==> src/rtl/trap_ctrl.sv <==
// Machine-mode trap/return sequencer. It serialises mepc/mcause/mstatus updates
// through the single CSR write port, then issues a one-cycle PC redirect.
module trap_ctrl #(
  parameter int XLEN = 64
) (
  input  logic            clk,
  input  logic            rst,
  input  logic            exec_valid,
  input  logic [2:0]      inst_is_x,
  input  logic            irq_timer,
  input  logic            irq_ext,
  input  logic [XLEN-1:0] pc,
  input  logic [XLEN-1:0] mstatus_i,
  input  logic [XLEN-1:0] mtvec_i,
  input  logic [XLEN-1:0] mepc_i,
  input  logic            core_csr_wen,
  input  logic [11:0]     core_csr_idx,
  input  logic [XLEN-1:0] core_csr_wdata,
  output logic            csr_wen,
  output logic [11:0]     csr_idx,
  output logic [XLEN-1:0] csr_wdata,
  output logic            stall,
  output logic            redirect_valid,
  output logic [XLEN-1:0] redirect_pc
);

  localparam logic [2:0] S_IDLE     = 3'd0;
  localparam logic [2:0] S_T_EPC    = 3'd1;
  localparam logic [2:0] S_T_CAUSE  = 3'd2;
  localparam logic [2:0] S_T_STATUS = 3'd3;
  localparam logic [2:0] S_R_STATUS = 3'd4;
  localparam logic [2:0] S_JUMP     = 3'd5;

  localparam logic [11:0] CSR_MSTATUS = 12'h300;
  localparam logic [11:0] CSR_MEPC    = 12'h341;
  localparam logic [11:0] CSR_MCAUSE  = 12'h342;

  logic [2:0]      state_q, state_d;
  logic [XLEN-1:0] pc_q, pc_d;
  logic [3:0]      cause_q, cause_d;
  logic            intr_q, intr_d;
  logic [XLEN-1:0] status_q, status_d;
  logic [XLEN-1:0] target_q, target_d;

  logic            take_ext, take_tmr, is_ecall, is_ebreak, is_mret, accept;
  logic [XLEN-1:0] mcause_val, trap_status, ret_status, tvec_base, tvec_off;

  // Interrupts only win when globally enabled; the instruction encodings are one-hot.
  always_comb begin
    take_ext  = exec_valid & mstatus_i[3] & irq_ext;
    take_tmr  = exec_valid & mstatus_i[3] & irq_timer;
    is_ecall  = exec_valid & (inst_is_x == 3'b010);
    is_ebreak = exec_valid & (inst_is_x == 3'b001);
    is_mret   = exec_valid & (inst_is_x == 3'b100);
    accept    = (state_q == S_IDLE) &
                (take_ext | take_tmr | is_ecall | is_ebreak | is_mret);
  end

  always_comb begin
    mcause_val = {intr_q, {(XLEN-5){1'b0}}, cause_q};

    trap_status        = status_q;
    trap_status[7]     = status_q[3];
    trap_status[3]     = 1'b0;
    trap_status[12:11] = 2'b11;

    ret_status         = status_q;
    ret_status[3]      = status_q[7];
    ret_status[7]      = 1'b1;
    ret_status[12:11]  = 2'b11;

    tvec_base = {mtvec_i[XLEN-1:2], 2'b00};
    tvec_off  = {{(XLEN-6){1'b0}}, cause_q, 2'b00};
  end

  always_comb begin
    state_d        = state_q;
    pc_d           = pc_q;
    cause_d        = cause_q;
    intr_d         = intr_q;
    status_d       = status_q;
    target_d       = target_q;
    csr_wen        = 1'b0;
    csr_idx        = 12'h000;
    csr_wdata      = '0;
    redirect_valid = 1'b0;
    redirect_pc    = '0;
    stall          = (state_q != S_IDLE) | accept;

    case (state_q)
      S_IDLE: begin
        if (accept) begin
          pc_d     = pc;
          status_d = mstatus_i;
          state_d  = S_T_EPC;
          if (take_ext) begin
            intr_d  = 1'b1;
            cause_d = 4'd11;
          end else if (take_tmr) begin
            intr_d  = 1'b1;
            cause_d = 4'd7;
          end else if (is_ecall) begin
            intr_d  = 1'b0;
            cause_d = 4'd11;
          end else if (is_ebreak) begin
            intr_d  = 1'b0;
            cause_d = 4'd3;
          end else begin
            intr_d  = 1'b0;
            cause_d = 4'd0;
            state_d = S_R_STATUS;
          end
        end else begin
          csr_wen   = core_csr_wen;
          csr_idx   = core_csr_idx;
          csr_wdata = core_csr_wdata;
        end
      end
      S_T_EPC: begin
        csr_wen   = 1'b1;
        csr_idx   = CSR_MEPC;
        csr_wdata = pc_q;
        state_d   = S_T_CAUSE;
      end
      S_T_CAUSE: begin
        csr_wen   = 1'b1;
        csr_idx   = CSR_MCAUSE;
        csr_wdata = mcause_val;
        state_d   = S_T_STATUS;
      end
      S_T_STATUS: begin
        csr_wen   = 1'b1;
        csr_idx   = CSR_MSTATUS;
        csr_wdata = trap_status;
        // Vectored mode offsets only interrupts; exceptions always land on the base.
        if ((mtvec_i[1:0] == 2'b01) && intr_q) begin
          target_d = tvec_base + tvec_off;
        end else begin
          target_d = tvec_base;
        end
        state_d   = S_JUMP;
      end
      S_R_STATUS: begin
        csr_wen   = 1'b1;
        csr_idx   = CSR_MSTATUS;
        csr_wdata = ret_status;
        target_d  = mepc_i;
        state_d   = S_JUMP;
      end
      S_JUMP: begin
        redirect_valid = 1'b1;
        redirect_pc    = target_q;
        state_d        = S_IDLE;
      end
      default: begin
        state_d = S_IDLE;
      end
    endcase
  end

  always_ff @(posedge clk) begin
    if (!rst) begin
      state_q  <= S_IDLE;
      pc_q     <= '0;
      cause_q  <= '0;
      intr_q   <= 1'b0;
      status_q <= '0;
      target_q <= '0;
    end else begin
      state_q  <= state_d;
      pc_q     <= pc_d;
      cause_q  <= cause_d;
      intr_q   <= intr_d;
      status_q <= status_d;
      target_q <= target_d;
    end
  end

endmodule

==> config.mk <==
export PLATFORM = sky130hd
export DESIGN_NAME = trap_ctrl
export DESIGN_NICKNAME = d
export VERILOG_FILES = /design/src/rtl/trap_ctrl.sv
export SDC_FILE = /design/constraint.sdc
export NUM_CORES = 1
export LEC_CHECK = 0
export ABC_AREA = 0
export ABC_CLOCK_PERIOD_IN_PS = 5700
export CORE_ASPECT_RATIO = 1.2
export CORE_MARGIN = 2
export CORE_UTILIZATION = 28
export DETAILED_ROUTE_END_ITERATION = 6
export GPL_TIMING_DRIVEN = 1
export MAX_ROUTING_LAYER = met4
export PLACE_DENSITY = 0.71
export SYNTH_ARGS = -nofsm -noshare
export SYNTH_HDL_FRONTEND = slang
export SYNTH_SLANG_ARGS = --single-unit
==> constraint.sdc <==
create_clock -name clk -period 5.7 [get_ports clk]
set_input_delay 1.14 -clock clk [delete_from_list [all_inputs] [get_ports clk]]
set_output_delay 1.14 -clock clk [all_outputs]
set_load 0.01 [all_outputs]
# ---- Word-level counts from Yosys, hierarchy flattened
# Cells that the tools add are included.
dict set report classes {
  shifts 0
  addsub 1
  bitwise_logic 12
  reduce_logical 7
  div 0
  eq_ne 10
  n_mux 22
  n_lt_le_gt_ge 0
  n_mul 0
}
# op count
set ops {}
lappend ops {{64-bit one-hot mux with 5 select lines} 1}
lappend ops {{64-bit two-way mux} 3}
lappend ops {{64-bit one-hot mux with 2 select lines} 1}
lappend ops {{64-bit by 6-bit adder with 64-bit output} 1}
lappend ops {{12-bit one-hot mux with 4 select lines} 1}
lappend ops {{3-bit two-way mux} 5}
lappend ops {{12-bit two-way mux} 1}
lappend ops {{4-bit two-way mux} 3}
lappend ops {{3-bit one-hot mux with 4 select lines} 1}
lappend ops {{3-bit by 2-bit equality test with 1-bit output (second input constant)} 3}
lappend ops {{3-bit equality test (second input constant)} 3}
lappend ops {{1-bit bitwise AND} 7}
lappend ops {{3-bit by 1-bit equality test with 1-bit output (second input constant)} 2}
lappend ops {{1-bit OR} 5}
lappend ops {{1-bit two-way mux} 4}
lappend ops {{4-bit OR reduction} 1}
lappend ops {{3-bit zero test} 1}
lappend ops {{3-bit nonzero test} 1}
lappend ops {{2-bit by 1-bit equality test with 1-bit output (second input constant)} 1}
lappend ops {{2-bit two-way mux} 1}
lappend ops {{2-bit != test (second input constant)} 1}
lappend ops {{1-bit one-hot mux with 2 select lines} 1}
lappend ops {{2-bit AND reduction} 1}
lappend ops {{2-bit nonzero test} 1}
lappend ops {{other kinds (2)} 2}
dict set report word_totals {
  mem_count 0
  register_bits 200
  latchBits 0
  output_inout_bits 143
  ram_bits 0
  mem_bits_ro 0
}

# ---- Logic depth before layout (Yosys ltp)
# Gate-level depths: netlist of the first run.
dict set report depth {
  ltp_word 9
  mapped_depth 9
}

# ---- Worst setup path before layout of the first run
# No wires, ideal clock.
dict set report synth_path {
  path_kind {input-to-output}
  startpoint {input inst_is_x[0]}
  endpoint {output csr_wdata[18]}
  n_path_buf 3
  stages 8
  setup_slack_ns 2.069
  arrival_time_ns 2.491
  cell_sequence {xor2_1 -> o211ai_1 -> and3_1 -> clkbuf_1 -> buf_2 -> buf_2 -> a222oi_1 -> inv_1}
}
dict set report synth_via {
  elab_chain_cells 8
}
# item line_no
set synth_lines {}
lappend synth_lines {{from (decl)} 9} ;# input logic [2:0] inst_is_x,
lappend synth_lines {{3-bit by 2-bit equality test with 1-bit output} 52} ;# is_ecall = exec_valid & (inst_is_x == 3'b010);
lappend synth_lines {{1-bit bitwise AND} 52}
lappend synth_lines {{1-bit OR (2 in series)} 56} ;# (take_ext | take_tmr | is_ecall | is_ebreak | is_mret);
lappend synth_lines {{1-bit OR *} 56}
lappend synth_lines {{1-bit bitwise AND *} 55} ;# accept = (state_q == S_IDLE) &
lappend synth_lines {{64-bit two-way mux *} 92} ;# if (accept) begin
lappend synth_lines {{64-bit one-hot mux with 5 select lines *} 90} ;# case (state_q)
lappend synth_lines {{to (decl)} 21} ;# output logic [XLEN-1:0] csr_wdata,
# Mark *: on every way between the ends. The rest lies on a longest branch, timed or not.

# ---- Worst setup path after layout of the first run
dict set report layout_path {
  startpoint {input inst_is_x[0]}
  endpoint {output csr_wdata[7]}
}
# Same word-level chain as after synthesis.

==> results.py, run 1 <==
metrics = {
    "status": {
        "status": "finished, violations left",
        "violations": "DRC",
    },
    "sta": {
        "final.period_utilization_pct": 86.0,
        "final_max_slew_viol_count": 0,
        "fmax_ghz": 0.204,
        "rsz0062_at_grt": "false",
        "maxSlewHeadroom_pct": 19.4,
        "tightest_slew_ps": 1210,
        "hold_viol": 0,
        "timing.final.crit_period_ps": 4900,
        "skew_ps": 15.1,
        "setup_viol": 0,
        "fin_setup_tns_ps": 0,
    },
    "synthesis": {
        "yosysTopAreaCell": "dfxtp_1",
        "synth_cells": 1303,
        "ys.warnings.count": 0,
        "synth_edf_count": 0,
        "syn_avg_cell_area_um2": 7.75,
        "synth_area_leaders": "dfxtp_1 39%, nand2_1 11%, a21oi_1 9.0%, a222oi_1 5.6%, and3_1 4.2%",
        "async_flop_share_pct": 0,
        "netlist_area_um2": 10100,
        "synth_nets": 1649,
        "ys_ff_latch": 197,
        "synth_cell_type_count": 55,
        "synth_top_cell_area_share_pct": 39.1,
        "seq_area_frac_synth_pct": 39.1,
        "synth-main-ff-cell": "dfxtp_1",
    },
    "clocking": {
        "postCtsResizedCells": 0,
        "cts_setup_buffers": 0,
        "clockBufferDepth": 2,
        "clock-sinks": 197,
        "root_buffer": "clkbuf_16",
        "htree_levels": 4,
        "cts_buffers": 17,
        "clock_latency_ps": 460,
        "cts_hold_buf": 0,
        "cts_tree": "built",
        "cts.clk_slew.worst_paths_ps": 80,
    },
    "power_and_ir_drop": {
        "seqPwrFrac_pct": 39.1,
        "p_int_uw": 2700,
        "power_uw": 4040,
        "cellPowerDensity_nw_per_um2": 255,
        "comb_power_share_pct": 29.7,
        "vdd_drop_max_uv": 153,
        "power_switching_uw": 1330,
        "switching_share_pct": 33.0,
        "leakage_uw": 0.00605,
        "p_clk_share_pct": 31.2,
    },
    "setup_path": {
        "critPathLaunchType": "primary input",
        "cp.required_ps": 4560,
        "crit_fanout": 59,
        "crit_type": "in2out",
        "cp.arrival_ps": 3760,
        "endpoint_kind": "primary output",
        "crit_path_top_delay_cell": "clkdlybuf4s50_1",
        "path_cells": "clkdlybuf4s50_1 -> xor2_1 -> o211ai_1 -> and3_2 -> buf_12 -> a22oi_1 -> o21ai_0 -> clkdlybuf4s50_1",
        "worst_path_most_repeated_cell": "clkdlybuf4s50_1",
        "cpPeakStageDelay_ps": 690,
    },
    "final_layout": {
        "multi_input_area_um2": 5490,
        "fillers": 3588,
        "final_cell_mix": "480 x clkdlybuf4s50_1, 296 x nand2_1, 196 x dfxtp_1",
        "layout.area.seq_um2": 3950,
        "drive_above_1_share_pct": 4.54,
        "nets": 2051,
        "area_delta_synth_final_pct": 57.1,
        "final_common_cell": "clkdlybuf4s50_1",
    },
    "placement": {
        "io_buffers": 481,
        "dp_hpwl_um": 31400,
        "globalplace.congestion": 0.869,
    },
    "routing": {
        "route.vias.total": 11500,
        "drc_errors": 5,
        "totalWireLength_um": 43600,
        "ant_nets": 0,
        "viasPerCell": 5.23,
        "wl_per_cell_um": 19.8,
        "drt-initial-drc-count": 868,
        "drt-pass1-iter-count": 7,
    },
    "grt": {
        "grt_max_degree": 99,
        "overflow": 0,
        "met3_usage_pct": 7.55,
        "use_met2_pct": 38.1,
        "grtUsageMet1_pct": 24.5,
        "grt_pass1_vias": 11300,
        "gr-usage-all-layers_pct": 22.8,
        "grt.busiest_layer": "met2",
        "antenna_found_initial": 8,
        "grt_first_pass_wirelength_um": 63700,
    },
    "die": {
        "die_h_um": 212,
        "die_w_um": 177,
        "rows": 76,
        "io_pins": 484,
        "initial_utilization_pct": 28.2,
        "die-area_um2": 37600,
        "core_um2": 35800,
    },
    "job": {
        "maxCapViolCount": 0,
    },
    "hold_path": {
        "min_path_type": "reg2reg",
    },
}
## worst max-delay path, delay by kind of cell
kind | cells | cell delay (ps)
XOR/XNOR | 1 | 200
AO/OA/AOI/OAI | 3 | 700
buffers and inverters | 3 | 1420
AND/OR/NAND/NOR | 1 | 290
## per-layer routing
| metal | share of wire [%] | vias to the layer above |
|---|---|---|
| li1 | - | 5464 |
| met1 | 37 | 5380 |
| met2 | 49 | 559 |
| met3 | 10 | 87 |
| met4 | 3.9 | 0 |
| met5 | 0 | - |
## Yosys cell counts (4+ instances only)
| library cell | number |
|---|---|
| nand2_1 | 298 |
| dfxtp_1 | 197 |
| a21oi_1 | 182 |
| clkbuf_1 | 88 |
| and3_1 | 67 |
| inv_1 | 65 |
| a222oi_1 | 56 |
| xnor2_1 | 41 |
| o221ai_1 | 38 |
| nor2_1 | 32 |
| a22oi_1 | 27 |
| buf_2 | 24 |
| nor3_1 | 24 |
| nand3_1 | 21 |
| xor2_1 | 18 |
| nand4_1 | 15 |
| o22ai_1 | 13 |
| and2_1 | 11 |
| a21o_1 | 7 |
| a221o_1 | 7 |
| o21ai_0 | 7 |
| a211oi_1 | 5 |
| nor4_1 | 5 |
| nor4_4 | 5 |
| ha_1 | 4 |
| o211ai_1 | 4 |
## final cells by class
type	count	share of cell area, %
Timing Repair Buffer	498	31.2
Inverter	65	1.57
Tap cell	468	3.69
Clock buffer	18	2.77
Sequential cell	197	24.9
Clock inverter	14	1.10
Multi-Input combinational cell	926	34.6
Antenna cell	9	0.142
## state kept, by name (all words and copies together), names as in the netlist
register	cells
intr_q	1
target_q	64
state_q	3
cause_q	3
pc_q	64
status_q	62
## power by group through the flow
stage	clock network (µW)	registers (µW)	logic (µW)
detailed placement	0	1610	1200
CTS	1300	1580	1210
global placement	0	1600	1190
finish	1260	1580	1200
global route	1350	1590	1300
floorplan	0	1570	578
## metrics by stage
step	instances	worst slack, ps	instance area (µm²)	utilization (%)	hold WS, ps
after global routing	2194	554	15900	44.3	468
after floorplan	1303	2070	10100	-	433
after CTS	2186	727	15800	44.3	457
final	2195	799	15900	44.3	456
after detailed placement	2154	729	15200	42.6	446
after global placement	2154	802	15200	42.6	441
## kinds of logic after synthesis
logic type	count (synthesis)	share of synthesized area, %
fa+ha+maj	5	0.694
compound gates	355	23.7
mux	3	0.310
xor+xnor	59	5.12
flops	197	39.1
simple gates	504	24.1
buf+inv	180	7.07
## path summary, 6_finish.rpt
kind	depth (start not counted)	from	to	slack (ps)
worst min-delay path	2	pc_q[46]$_SDFFE_PN0P_	pc_q[46]$_SDFFE_PN0P_	460
worst max register to register	8	cause_q[1]$_SDFFE_PN0P_	target_q[14]$_SDFFE_PN0N_	2820
worst max-delay path	8	inst_is_x[0]	csr_wdata[7]	800
worst min register to register	2	pc_q[46]$_SDFFE_PN0P_	pc_q[46]$_SDFFE_PN0P_	460
(Power assumes the default switching activity.)
==> run 2, diff against run 1 <==
- CORE_UTILIZATION: 28 -> 25
- DONT_BUFFER_PORTS: not set -> 1
- PLACE_DENSITY: 0.71 -> 0.5
==> run 2 against run 1 <==
The flow still finishes with violations (DRC). Register-to-register slack lost 360 ps. Clock skew is 4.0 ps lower. Routed wire length decreased by 7.8%. Sequential share of layout area increased by 11 points. First-iteration DRC count shrank 9.8%. Core utilization down 16 points. Worst hold slack better by 1.3 ps. Total power is 12% lower. Worst setup slack better by 740 ps. Die area up 12%. Non-clock buffer count is 482 lower. Sequential cell count unchanged.
==> results.py, run 2 (same netlist as run 1, synthesis figures left out) <==
metrics = {
    "sta": {
        "final.period_utilization_pct": 73.0,
        "fin_setup_tns_ps": 0,
        "final_max_slew_viol_count": 0,
        "maxSlewHeadroom_pct": 20.9,
        "setup_viol": 0,
        "hold_viol": 0,
        "fmax_ghz": 0.240,
        "rsz0062_at_grt": "false",
        "tightest_slew_ps": 1180,
        "timing.final.crit_period_ps": 4160,
        "skew_ps": 11.0,
    },
    "routing": {
        "wl_per_cell_um": 22.6,
        "drc_errors": 1,
        "drt-initial-drc-count": 783,
        "totalWireLength_um": 40200,
        "ant_nets": 0,
        "drt-pass1-iter-count": 7,
        "route.vias.total": 9600,
        "viasPerCell": 5.41,
    },
    "die": {
        "rows": 80,
        "die_h_um": 224,
        "die-area_um2": 42000,
        "io_pins": 484,
        "core_um2": 39800,
        "initial_utilization_pct": 25.3,
        "die_w_um": 187,
    },
    "clocking": {
        "cts.clk_slew.worst_paths_ps": 80,
        "postCtsResizedCells": 0,
        "clockBufferDepth": 2,
        "cts_setup_buffers": 0,
        "cts_buffers": 17,
        "clock_latency_ps": 470,
        "root_buffer": "clkbuf_16",
        "cts_tree": "built",
        "clock-sinks": 197,
        "htree_levels": 4,
        "cts_hold_buf": 0,
    },
    "power_and_ir_drop": {
        "vdd_drop_max_uv": 207,
        "power_uw": 3570,
        "leakage_uw": 0.00421,
        "cellPowerDensity_nw_per_um2": 321,
    },
    "grt": {
        "grt_max_degree": 139,
        "grt_first_pass_wirelength_um": 58400,
        "overflow": 0,
        "grt_pass1_vias": 9184,
        "antenna_found_initial": 7,
        "gr-usage-all-layers_pct": 19.0,
    },
    "final_layout": {
        "drive_above_1_share_pct": 5.99,
        "reg_top3": "pc_q: 64 flops, target_q: 64 flops, status_q: 62 flops",
        "nets": 1569,
        "utilization_pct": 27.9,
        "final_common_cell": "nand2_1",
        "final_cell_mix": "296 x nand2_1, 196 x dfxtp_1, 182 x a21oi_1",
        "fillers": 4419,
        "area_delta_synth_final_pct": 10.0,
        "final_area_um2": 11100,
    },
    "setup_path": {
        "cp.arrival_ps": 3020,
        "crit_type": "reg2out",
        "critPathLaunchType": "register",
        "crit_fanout": 61,
        "cp.required_ps": 4560,
        "reg2reg_depth": 7,
        "endpoint_kind": "primary output",
    },
    "placement": {
        "globalplace.congestion": 0.823,
        "io_buffers": 0,
        "place_area_um2": 10500,
        "dp_hpwl_um": 29300,
    },
    "hold_path": {
        "hold_depth": 2,
        "min_path_type": "reg2reg",
    },
    "job": {
        "maxCapViolCount": 0,
    },
    "status": {
        "status": "finished, violations left",
        "violations": "DRC",
    },
}
==> run 2: cell count changes in the layout (fill, tap and decap cells not counted) <==
cell	before	now
bufinv_16	0	1
clkbuf_1	0	2
buf_4	16	13
buf_2	1	0
inv_12	1	0
buf_12	1	3
inv_8	3	2
clkdlybuf4s50_1	480	0
inv_6	4	3
clkinv_4	1	4
clkinv_8	5	1
inv_4	0	1
diode_2	9	6
==> run 2: cell type report <==
type / instances / area (µm²) / area share, %
Antenna cell: 6 / 15.0 / 0.135
Clock buffer: 20 / 447 / 4.02
Tap cell: 533 / 667 / 6.01
Inverter: 65 / 246 / 2.22
Sequential cell: 197 / 3950 / 35.5
Multi-Input combinational cell: 926 / 5490 / 49.4
Clock inverter: 12 / 138 / 1.24
Timing Repair Buffer: 16 / 158 / 1.42
==> run 2: path summary, 6_finish.rpt <==
kind                       startpoint                        end  slack [ps]
max           state_q[2]$_SDFFE_PN0P_               csr_wdata[2]        1540
min          status_q[3]$_SDFFE_PN0P_   status_q[3]$_SDFFE_PN0P_         460
max reg2reg   state_q[2]$_SDFFE_PN0P_  target_q[57]$_SDFFE_PN0N_        2460
min reg2reg  status_q[3]$_SDFFE_PN0P_   status_q[3]$_SDFFE_PN0P_         460
==> run 2: layer usage <==
layer / wire (µm) / GRT usage (%)
met4: 1130 / 7.92
met5: 0 / -
met3: 4260 / 7.18
met1: 15200 / 20.9
met2: 19600 / 31.0
==> run 2: where the power goes <==
group	switching, µW	total, µW	leakage, µW	internal [µW]
Clock	608	1240	0.000282	632
Combinational	513	748	0.00232	235
Sequential	77.6	1580	0.00161	1500
==> run 2: stage by stage <==
stage	hold WS, ps	worst slack [ps]	instances
after floorplan	433	2070	1303
after global placement	442	1540	1737
after detailed placement	446	1530	1737
after CTS	457	1350	1769
after global routing	472	1320	1775
final	457	1540	1775
==> run 2: critical path: stages (launching register included) <==
cell	delay, ps
dfxtp_2	670
buf_4	570
nand2_2	140
nand2_4	540
buf_4	330
a221o_1	270
==> run 3, diff against run 2 <==
- ABC_CLOCK_PERIOD_IN_PS: 5700 -> 4100
- clock period: 5.7 -> 4.1 ns (I/O delays scaled with it)
==> run 3 against run 2 <==
Total power increased by 40%. Count of clock-buffer cells in the layout decreased by 2. Non-clock buffer count increased by 10. Largest power group unchanged. The flow still finishes with violations (DRC). Critical path depth increased by 1. Global-route usage decreased by 0.34 points.
==> results.py, run 3 (same netlist as run 1, synthesis figures left out) <==
metrics = {
    "status": {
        "status": "finished, violations left",
        "violations": "DRC",
    },
    "hold_path": {
        "min_path_type": "reg2reg",
        "hold_end": "status_q[41]$_SDFFE_PN0P_",
        "min-delay-start": "status_q[41]$_SDFFE_PN0P_",
        "hold_depth": 2,
    },
    "sta": {
        "final_max_slew_viol_count": 0,
        "tightest_slew_ps": 1130,
        "fmax_ghz": 0.284,
        "fin_setup_tns_ps": 0,
        "maxSlewHeadroom_pct": 23.8,
        "timing.final.crit_period_ps": 3520,
        "hold_viol": 0,
        "final.period_utilization_pct": 85.9,
        "skew_ps": 11.4,
        "setup_viol": 0,
        "rsz0062_at_grt": "false",
    },
    "clocking": {
        "postCtsResizedCells": 0,
        "root_buffer": "clkbuf_16",
        "cts_hold_buf": 0,
        "cts_buffers": 17,
        "htree_levels": 4,
        "cts.clk_slew.worst_paths_ps": 80,
        "cts_tree": "built",
        "clock-sinks": 197,
        "clock_latency_ps": 460,
        "clockBufferDepth": 2,
        "cts_setup_buffers": 0,
    },
    "power_and_ir_drop": {
        "comb_power_share_pct": 21.2,
        "switching_share_pct": 33.5,
        "p_clk_share_pct": 34.9,
        "seqPwrFrac_pct": 43.9,
        "p_int_uw": 3320,
        "vdd_drop_max_uv": 291,
        "leakage_uw": 0.00428,
        "power_switching_uw": 1670,
        "cellPowerDensity_nw_per_um2": 445,
    },
    "final_layout": {
        "final_common_cell": "nand2_1",
        "final_area_um2": 11200,
        "area_delta_synth_final_pct": 11.1,
        "drive_above_1_share_pct": 6.90,
        "fillers": 4418,
        "nets": 1579,
        "reg_top3": "pc_q: 64 flops, target_q: 64 flops, status_q: 62 flops",
        "final_cell_mix": "296 x nand2_1, 196 x dfxtp_1, 182 x a21oi_1",
    },
    "setup_path": {
        "rrSetupSlack_ps": 1110,
        "crit_type": "reg2out",
        "reg2reg_depth": 9,
        "critPathLaunchType": "register",
        "cpPeakStageDelay_ps": 560,
        "crit_fanout": 49,
        "path_buf_inv": 2,
        "crit_path_top_delay_cell": "nand2_4",
        "cp.arrival_ps": 2700,
        "path_cells": "nand2_1 -> or2_2 -> nand2_4 -> buf_4 -> a222oi_1 -> inv_1",
        "path_delay_family": "simple AND/OR/NAND/NOR gates",
        "cp.required_ps": 3280,
        "rr_startpoint": "cause_q[1]$_SDFFE_PN0P_",
        "startpoint": "state_q[1]$_SDFFE_PN0P_",
        "endpoint_kind": "primary output",
        "r2r_end": "target_q[62]$_SDFFE_PN0N_",
    },
    "die": {
        "rows": 80,
        "die-area_um2": 42000,
        "die_h_um": 224,
        "initial_utilization_pct": 25.3,
        "core_um2": 39800,
        "die_w_um": 187,
        "io_pins": 484,
    },
    "routing": {
        "wl_per_cell_um": 22.2,
        "totalWireLength_um": 39700,
        "drc_errors": 13,
        "route.vias.total": 9549,
        "drt-pass1-iter-count": 7,
        "drt-initial-drc-count": 721,
        "viasPerCell": 5.35,
        "ant_nets": 0,
    },
    "grt": {
        "grt_max_degree": 125,
        "grt_pass1_vias": 9204,
        "overflow": 0,
        "grt_first_pass_wirelength_um": 57500,
        "antenna_found_initial": 7,
        "gr-usage-all-layers_pct": 18.7,
    },
    "placement": {
        "io_buffers": 0,
        "dp_hpwl_um": 28900,
        "globalplace.congestion": 0.827,
        "place_area_um2": 10600,
    },
    "job": {
        "maxCapViolCount": 0,
    },
}
==> run 3: cell count changes in the layout (fill, tap and decap cells not counted), moves of 2 or more <==
| cell | before | now |
|---|---|---|
| inv_8 | 2 | 5 |
| buf_4 | 13 | 21 |
| clkinv_4 | 4 | 1 |
| buf_12 | 3 | 5 |
| clkbuf_1 | 2 | 0 |
==> run 3: tightest hold or removal path: stages, from the launching register on <==
cell	delay, ps
dfxtp_1	310
nand2_1	50
a21oi_1	50
==> run 3: worst max path at each step <==
stage / slack, ps / depth (start not counted) / end
finish: 580 / 6 / csr_wdata[46]
floorplan: 1110 / 8 / csr_wdata[18]
CTS: 500 / 6 / csr_wdata[46]
global route: 380 / 6 / csr_wdata[31]
detailed placement: 670 / 6 / csr_wdata[23]
global placement: 720 / 6 / csr_wdata[23]
==> run 3: routing by layer <==
metal  GRT usage, %  vias to the layer above  routed length (µm)
met5              -                        -                   0
met4           8.46                        0                1160
met3           6.88                       55                3970
met2           29.9                      469               19000
met1           20.8                     4527               15600
li1               -                     4498                   -
==> run 3: stage by stage <==
step	total power [µW]	hold slack [ps]	setup WS, ps	std cells	util [%]
floorplan	2990	433	1110	1303	-
global placement	3290	441	719	1747	26.6
detailed placement	3310	448	666	1747	26.6
CTS	5080	438	505	1779	28.1
global route	5260	456	384	1784	28.2
finish	4990	457	580	1784	28.2
==> run 3: power by group through the flow <==
| stage | combinational, µW | sequential [µW] | clock, µW |
|---|---|---|---|
| 2_1_floorplan | 803 | 2190 | 0 |
| 3_3_place_gp | 1060 | 2230 | 0 |
| 3_5_place_dp | 1080 | 2230 | 0 |
| 4_1_cts | 1080 | 2190 | 1810 |
| 5_1_grt | 1170 | 2210 | 1880 |
| 6_report | 1060 | 2190 | 1740 |
==> run 3: area by class of cell <==
| cell class | count | area (µm²) | area share [%] |
|---|---|---|---|
| antenna | 5 | 12.5 | 0.112 |
| tap | 533 | 667 | 5.95 |
| timing repair buffer | 26 | 258 | 2.30 |
| clock inverter | 14 | 158 | 1.41 |
| multi-input combinational | 926 | 5490 | 48.9 |
| sequential | 197 | 3950 | 35.2 |
| inverter | 65 | 246 | 2.20 |
| clock buffer | 18 | 439 | 3.92 |
